==> src/rtl/multicycle_control.sv <==
// Multicycle instruction sequencer: FETCH -> DECODE -> EXEC -> (MEM) -> (WB).
// Drives datapath strobes, bounds memory waits with a stall counter and
// parks in a sticky FAULT state on illegal opcodes or memory timeouts.
//
// CTL_AluOp encoding: 0 = ADD (address / link / upper-immediate math),
//                     1 = branch compare, 2 = R-type funct, 3 = I-type funct.
module multicycle_control #(
  parameter int STALL_LIMIT = 16
) (
  input  logic       clk,
  input  logic       rst,
  input  logic [6:0] inst_opc,
  input  logic       take_branch,
  input  logic       mem_ready,
  output logic       CTL_IrWrite,
  output logic       CTL_PcWrite,
  output logic [1:0] CTL_PcSel,
  output logic       CTL_RegWrite,
  output logic [1:0] CTL_AluOp,
  output logic       CTL_AluSrc,
  output logic       CTL_MemRead,
  output logic       CTL_MemWrite,
  output logic [2:0] CTL_MemToReg,
  output logic       CTL_Fault,
  output logic       instr_retired
);

  localparam int CNT_W = $clog2(STALL_LIMIT + 1);

  localparam logic [2:0] S_FETCH  = 3'd0;
  localparam logic [2:0] S_DECODE = 3'd1;
  localparam logic [2:0] S_EXEC   = 3'd2;
  localparam logic [2:0] S_MEM    = 3'd3;
  localparam logic [2:0] S_WB     = 3'd4;
  localparam logic [2:0] S_FAULT  = 3'd5;

  localparam logic [6:0] OP_R     = 7'b0110011;
  localparam logic [6:0] OP_I     = 7'b0010011;
  localparam logic [6:0] OP_LOAD  = 7'b0000011;
  localparam logic [6:0] OP_STORE = 7'b0100011;
  localparam logic [6:0] OP_BR    = 7'b1100011;
  localparam logic [6:0] OP_JAL   = 7'b1101111;
  localparam logic [6:0] OP_JALR  = 7'b1100111;
  localparam logic [6:0] OP_LUI   = 7'b0110111;
  localparam logic [6:0] OP_AUIPC = 7'b0010111;

  logic [2:0]       state_q, state_d;
  logic [6:0]       opc_q, opc_d;
  logic [CNT_W-1:0] wait_cnt_q, wait_cnt_d;

  logic       opc_in_valid;
  logic       is_load, is_store, is_br, is_jal, is_jalr, is_lui;
  logic [1:0] alu_op_dec;
  logic       alu_src_dec;
  logic       stall_hit;

  // Opcode legality (on the live input, used in DECODE) and latched-opcode classes.
  always_comb begin
    opc_in_valid = 1'b0;
    case (inst_opc)
      OP_R, OP_I, OP_LOAD, OP_STORE, OP_BR,
      OP_JAL, OP_JALR, OP_LUI, OP_AUIPC: opc_in_valid = 1'b1;
      default:                           opc_in_valid = 1'b0;
    endcase
    is_load  = (opc_q == OP_LOAD);
    is_store = (opc_q == OP_STORE);
    is_br    = (opc_q == OP_BR);
    is_jal   = (opc_q == OP_JAL);
    is_jalr  = (opc_q == OP_JALR);
    is_lui   = (opc_q == OP_LUI);
    alu_op_dec = 2'd0;
    if (opc_q == OP_R)      alu_op_dec = 2'd2;
    else if (opc_q == OP_I) alu_op_dec = 2'd3;
    else if (is_br)         alu_op_dec = 2'd1;
    alu_src_dec = (opc_q == OP_I) || is_load || is_store || is_jalr || (opc_q == OP_AUIPC);
    stall_hit   = (wait_cnt_q == CNT_W'(STALL_LIMIT - 1));
  end

  // Next-state, wait counter and output strobes; reset forces all outputs quiet.
  always_comb begin
    state_d       = state_q;
    opc_d         = opc_q;
    wait_cnt_d    = '0;
    CTL_IrWrite   = 1'b0;
    CTL_PcWrite   = 1'b0;
    CTL_PcSel     = 2'd0;
    CTL_RegWrite  = 1'b0;
    CTL_AluOp     = 2'd0;
    CTL_AluSrc    = 1'b0;
    CTL_MemRead   = 1'b0;
    CTL_MemWrite  = 1'b0;
    CTL_MemToReg  = 3'd0;
    CTL_Fault     = 1'b0;
    instr_retired = 1'b0;
    case (state_q)
      S_FETCH: begin
        CTL_MemRead = 1'b1;
        if (mem_ready) begin
          CTL_IrWrite = 1'b1;
          state_d     = S_DECODE;
        end else if (stall_hit) begin
          state_d = S_FAULT;
        end else begin
          wait_cnt_d = wait_cnt_q + 1'b1;
        end
      end
      S_DECODE: begin
        opc_d   = inst_opc;
        state_d = opc_in_valid ? S_EXEC : S_FAULT;
      end
      S_EXEC: begin
        CTL_AluOp  = alu_op_dec;
        CTL_AluSrc = alu_src_dec;
        if (is_br) begin
          CTL_PcWrite   = 1'b1;
          CTL_PcSel     = take_branch ? 2'd1 : 2'd0;
          instr_retired = 1'b1;
          state_d       = S_FETCH;
        end else if (is_load || is_store) begin
          state_d = S_MEM;
        end else begin
          state_d = S_WB;
        end
      end
      S_MEM: begin
        CTL_AluOp    = alu_op_dec;
        CTL_AluSrc   = alu_src_dec;
        CTL_MemWrite = is_store;
        CTL_MemRead  = !is_store;
        if (mem_ready) begin
          if (is_store) begin
            CTL_PcWrite   = 1'b1;
            instr_retired = 1'b1;
            state_d       = S_FETCH;
          end else begin
            state_d = S_WB;
          end
        end else if (stall_hit) begin
          state_d = S_FAULT;
        end else begin
          wait_cnt_d = wait_cnt_q + 1'b1;
        end
      end
      S_WB: begin
        CTL_AluOp     = alu_op_dec;
        CTL_AluSrc    = alu_src_dec;
        CTL_RegWrite  = 1'b1;
        CTL_PcWrite   = 1'b1;
        instr_retired = 1'b1;
        CTL_PcSel     = is_jal ? 2'd1 : (is_jalr ? 2'd2 : 2'd0);
        if (is_load)               CTL_MemToReg = 3'd1;
        else if (is_jal || is_jalr) CTL_MemToReg = 3'd2;
        else if (is_lui)           CTL_MemToReg = 3'd3;
        state_d = S_FETCH;
      end
      S_FAULT: begin
        CTL_Fault = 1'b1;
      end
      default: begin
        state_d = S_FAULT;
      end
    endcase
    if (rst) begin
      CTL_IrWrite   = 1'b0;
      CTL_PcWrite   = 1'b0;
      CTL_PcSel     = 2'd0;
      CTL_RegWrite  = 1'b0;
      CTL_AluOp     = 2'd0;
      CTL_AluSrc    = 1'b0;
      CTL_MemRead   = 1'b0;
      CTL_MemWrite  = 1'b0;
      CTL_MemToReg  = 3'd0;
      CTL_Fault     = 1'b0;
      instr_retired = 1'b0;
    end
  end

  // State, latched opcode and wait counter registers.
  always_ff @(posedge clk or posedge rst) begin
    if (rst) begin
      state_q    <= S_FETCH;
      opc_q      <= 7'd0;
      wait_cnt_q <= '0;
    end else begin
      state_q    <= state_d;
      opc_q      <= opc_d;
      wait_cnt_q <= wait_cnt_d;
    end
  end

endmodule
==> config.mk <==
export PLATFORM = sky130hd
export DESIGN_NAME = multicycle_control
export DESIGN_NICKNAME = d
export VERILOG_FILES = /design/src/rtl/multicycle_control.sv
export SDC_FILE = /design/constraint.sdc
export NUM_CORES = 1
export LEC_CHECK = 0
export CAP_MARGIN = 20
export CORE_ASPECT_RATIO = 0.75
export CORE_MARGIN = 4
export CORE_UTILIZATION = 49
export DETAILED_ROUTE_END_ITERATION = 10
export PLACE_DENSITY = 0.85
export SYNTH_ARGS = -nofsm -noshare
export SYNTH_HDL_FRONTEND = slang
export SYNTH_SLANG_ARGS = --single-unit
==> constraint.sdc <==
create_clock -name clk -period 2.6 [get_ports clk]
set_input_delay 0.65 -clock clk [delete_from_list [all_inputs] [get_ports clk]]
set_output_delay 0.65 -clock clk [all_outputs]
set_load 0.03 [all_outputs]
==> flow_results.org <==
** Worst setup path
- Worst EP required :: 1.95 ns
- Largest stage delay on the critical path :: 0.37 ns
- Measured in cells, the most critical reg-to-reg path has a length of 4.
- Total buffers and inverters traversed by the critical path :: 2
- The cell that appears most often on the critical path is sky130_fd_sc_hd__or3_4.
- Maximum fanout along the worst path :: 2
- Startpoint Class :: primary input
- Top Family by Delay on Critical Path :: simple AND/OR/NAND/NOR gates
- Origin of the critical flop-to-flop path :: state_q[2]$_DFFE_PP0P_
- The slowest stage of the critical path belongs to the cell sky130_fd_sc_hd__or3_4.
- Traced cell by cell, the critical path runs through clkdlybuf4s15_2, or3_4, or3_4, a211oi_2, buf_4.
- Crit path kind :: in -> out
- The endpoint identified for the worst register-to-register timing path is opc_q[1]$_DFFE_PP0P_.
- Reg-to-reg setup timing slack :: 0.92 ns
- STA puts the critical path data arrival time at between 1.5 and 2 ns.
- STA classifies the critical path endpoint as an output pin.

** Drt
- Before antenna repair, the detailed router went through 4 iterations.
- After detailed routing, the total wire length is between 2 and 3 mm.
- In this run the remaining antenna-violating nets after routing total 0.
- In the routed layout, each cell is associated on average with a via count of around 5.7.
- 1st-iter DRT viols :: 75
- After detailed routing, the average wire length per cell comes to approximately 15 um.
- After detailed routing, the number of remaining DRC violations is 0.
- The detailed router placed ~1000 vias in this run.

** Place
- Port bufs :: 24
- Worst slack after detailed placement :: -0.244 ns
- Counting tap cells, the placed design contains a total of ~170 instances.
- The congestion estimate from routability-driven global placement came to about 0.83.
- Hpwl dp :: 2.12 mm

** Global routing
- The number of antenna violations at the first check in global routing came to 0.
- The first global-routing pass estimated ~4.4 mm of wire.
- Across every metal layer, demand over resource in global routing totals 0.175.
- The number of global-route vias before repair came to 937.
- Global routing finished with a remaining overflow of 0.
- Pin count of the biggest net entering global routing :: 16

** Finish
- Net count of the finished layout :: between 150 and 200
- Cell Count, Final, Fillers Out :: approximately 190
- The area growth from synthesis to layout is 32.1%.
- Once layout is complete, the utilization of the core stands at 0.707.
- Share of layout cells above drive strength 1 :: 0.360
- N_diodes :: 0

** Yosys
- Number of synthesized flops with an enable pin :: 0
- Top post-synthesis cells by area :: sky130_fd_sc_hd__dfrtp_1 (34%), sky130_fd_sc_hd__mux2_2 (6.1%), sky130_fd_sc_hd__nor2_1 (4.7%)
- Number of register bits inferred by synthesis :: 15
- Async S/R FF share, synth :: 1.00
- Synthesis produced roughly 130 cells.
- Top flip-flop cell by instance count after synthesis :: sky130_fd_sc_hd__dfrtp_1
- Share of the yosys chip area belonging to registers :: 0.336
- Post-Synthesis Net Count :: ~140
- Summed over all instances, the cell type with the most area after synthesis is sky130_fd_sc_hd__dfrtp_1.
- By count the netlist is led by sky130_fd_sc_hd__dfrtp_1 (15), sky130_fd_sc_hd__nor2_1 (14), sky130_fd_sc_hd__nand2_1 (13).
- Of the post-synthesis cell area, the dominant cell type holds 0.336.
- The Yosys step of the flow raised 0 warnings.
- Syn Std Cell Area :: approximately 0.0011 mm^2
- Cell with the most instances after synthesis :: sky130_fd_sc_hd__dfrtp_1
- The average instance in the mapped netlist occupies between 8 and 9 um^2.
- In this run, distinct cell masters in the synthesized netlist total 46.

** Die
- Number of top-level pins :: 26
- The die covers around 0.0031 mm^2.
- Row count :: 14
- From bottom edge to top edge, the die measures between 40 and 50 um.
- Area inside the core boundary :: around 0.0021 mm^2
- Die X-Extent :: ~63 um
- Effective utilization at floorplan :: 0.535

** Clock network
- TritonCTS built the clock tree.
- After clock tree synthesis, the clock-pin slew on the worst setup and hold paths is ~0.08 ns.
- TritonCTS sink count :: 15
- In this run, post-CTS hold repair placed 0 buffers.
- In this run the deepest clock path goes through 2 buffers.
- Clock latency of the later-clocked register in the worst-skew pair :: roughly 0.27 ns
- Clk root buf :: sky130_fd_sc_hd__clkbuf_4
- In this run the number of H-tree levels came out at 1.
- Buffers inserted during clock tree synthesis total 3.

** Timing
- Fin crit share :: 0.993
- Setup repair after global routing could not meet its margin everywhere.
- Timing-limited maximum frequency :: about 390 MHz
- The number of slew-limit violations in the final report came to 0.
- In the post-route analysis, the smallest setup slack over all paths is about 0.019 ns.
- The number of hold-slack violations in the final timing report is 0.
- Worst Hold Margin :: between 0.4 and 0.5 ns
- Tmin final :: around 2.6 ns
- Maximum clock skew at final layout :: 0.00414 ns
- Setup violations remaining at the end of the flow were counted as 0.

** Hold path
- The worst hold path terminates at wait_cnt_q[0]$_DFF_PP0_.
- Worst hold-check path type :: reg -> reg
- Hold path startpoint :: wait_cnt_q[0]$_DFF_PP0_
- Along the worst hold path, the cell count comes to 1.

** Power and ir drop
- Leakage power :: between 0.6 and 0.7 nW
- VDD IR-drop max :: ~0.33 mV
- Total power for the finished layout comes to 0.000400 W.
- Power density relative to cell area :: ~270 mW/mm^2

** Outcome
- The run finished with clean final reports.

** Job
- The tool flagged a number of max-cap violations equal to 0.
power breakdown:
part           total (W)  leakage (nW)  switching (W)  internal [W]
Sequential      0.000233         0.190              0      0.000233
Combinational  0.0000388         0.435      0.0000192     0.0000196
Clock           0.000128        0.0150      0.0000686     0.0000593
layout make-up:
class                      count  area, um^2
fill                         159         611
multi-input combinational     96         688
timing repair buffer          40         327
inverter                       6        22.5
clock buffer                   4        26.3
tap                           24        30.0
sequential                    15         380
state kept, by name, summed over array words and instances, names as in the netlist:
register	cells
state_q	3
opc_q	7
wait_cnt_q	5
routing by layer:
metal | GRT usage | routed length (um)
met1 | 0.251 | 1310
met2 | 0.278 | 1290
met3 | 0.0276 | 146
met4 | 0.0330 | 0
met5 | 0 | 0
cells by family after synthesis:
logic type	after synthesis	share of synthesized area
fa+ha+maj	1	0.0112
buf+inv	15	0.0673
simple gates	61	0.334
flops	15	0.336
compound gates	23	0.155
mux	7	0.0695
xor+xnor	3	0.0235
other cells	1	0.00336
how the worst max path moves through the flow:
stage                                 startpoint  cells after the start              end
after detailed placement                     rst                      5  CTL_MemToReg[0]
after CTS                 state_q[1]$_DFFE_PP0P_                      5  CTL_MemToReg[0]
after floorplan                              rst                      4    instr_retired
final                                        rst                      5  CTL_MemToReg[0]
after global placement                       rst                      5  CTL_MemToReg[0]
after global routing      state_q[1]$_DFFE_PP0P_                      5  CTL_MemToReg[0]
stage by stage:
step / area, um^2 / TNS (ns)
after floorplan: 1140 / -0.188
after global placement: 1380 / -0.406
after detailed placement: 1380 / -0.683
after CTS: 1410 / 0
after global routing: 1470 / -0.0972
final: 1470 / 0
cell usage in the layout, fill, tap and decap left out, types with 3 or more instances in the layout:
master,Yosys,layout
sky130_fd_sc_hd__nand3_1,5,5
sky130_fd_sc_hd__nor2_1,14,13
sky130_fd_sc_hd__a21oi_1,5,5
sky130_fd_sc_hd__clkdlybuf4s50_1,0,9
sky130_fd_sc_hd__nand2_1,13,13
sky130_fd_sc_hd__buf_4,2,30
sky130_fd_sc_hd__dfrtp_2,0,4
sky130_fd_sc_hd__nand2b_1,3,3
sky130_fd_sc_hd__inv_1,6,5
sky130_fd_sc_hd__nor3_1,6,6
sky130_fd_sc_hd__mux2_2,6,6
sky130_fd_sc_hd__o31ai_1,3,3
sky130_fd_sc_hd__dfrtp_1,15,11
sky130_fd_sc_hd__clkbuf_4,0,3
sky130_fd_sc_hd__o21ai_0,3,3
worst register-to-register path: stages (launching register included):
cell and delay [ns]:
sky130_fd_sc_hd__dfrtp_2 0.47, sky130_fd_sc_hd__buf_4 0.18, sky130_fd_sc_hd__nand2b_1 0.19, sky130_fd_sc_hd__nor2_2 0.34
sky130_fd_sc_hd__mux2_2 0.39
timing repair:
action	4_1_cts	5_1_grt
gates resized for setup	3	6
pin swaps	0	1
buffers inserted	0	8
setup endpoints to repair	5	3
Power figures use the tool's default switching activity.
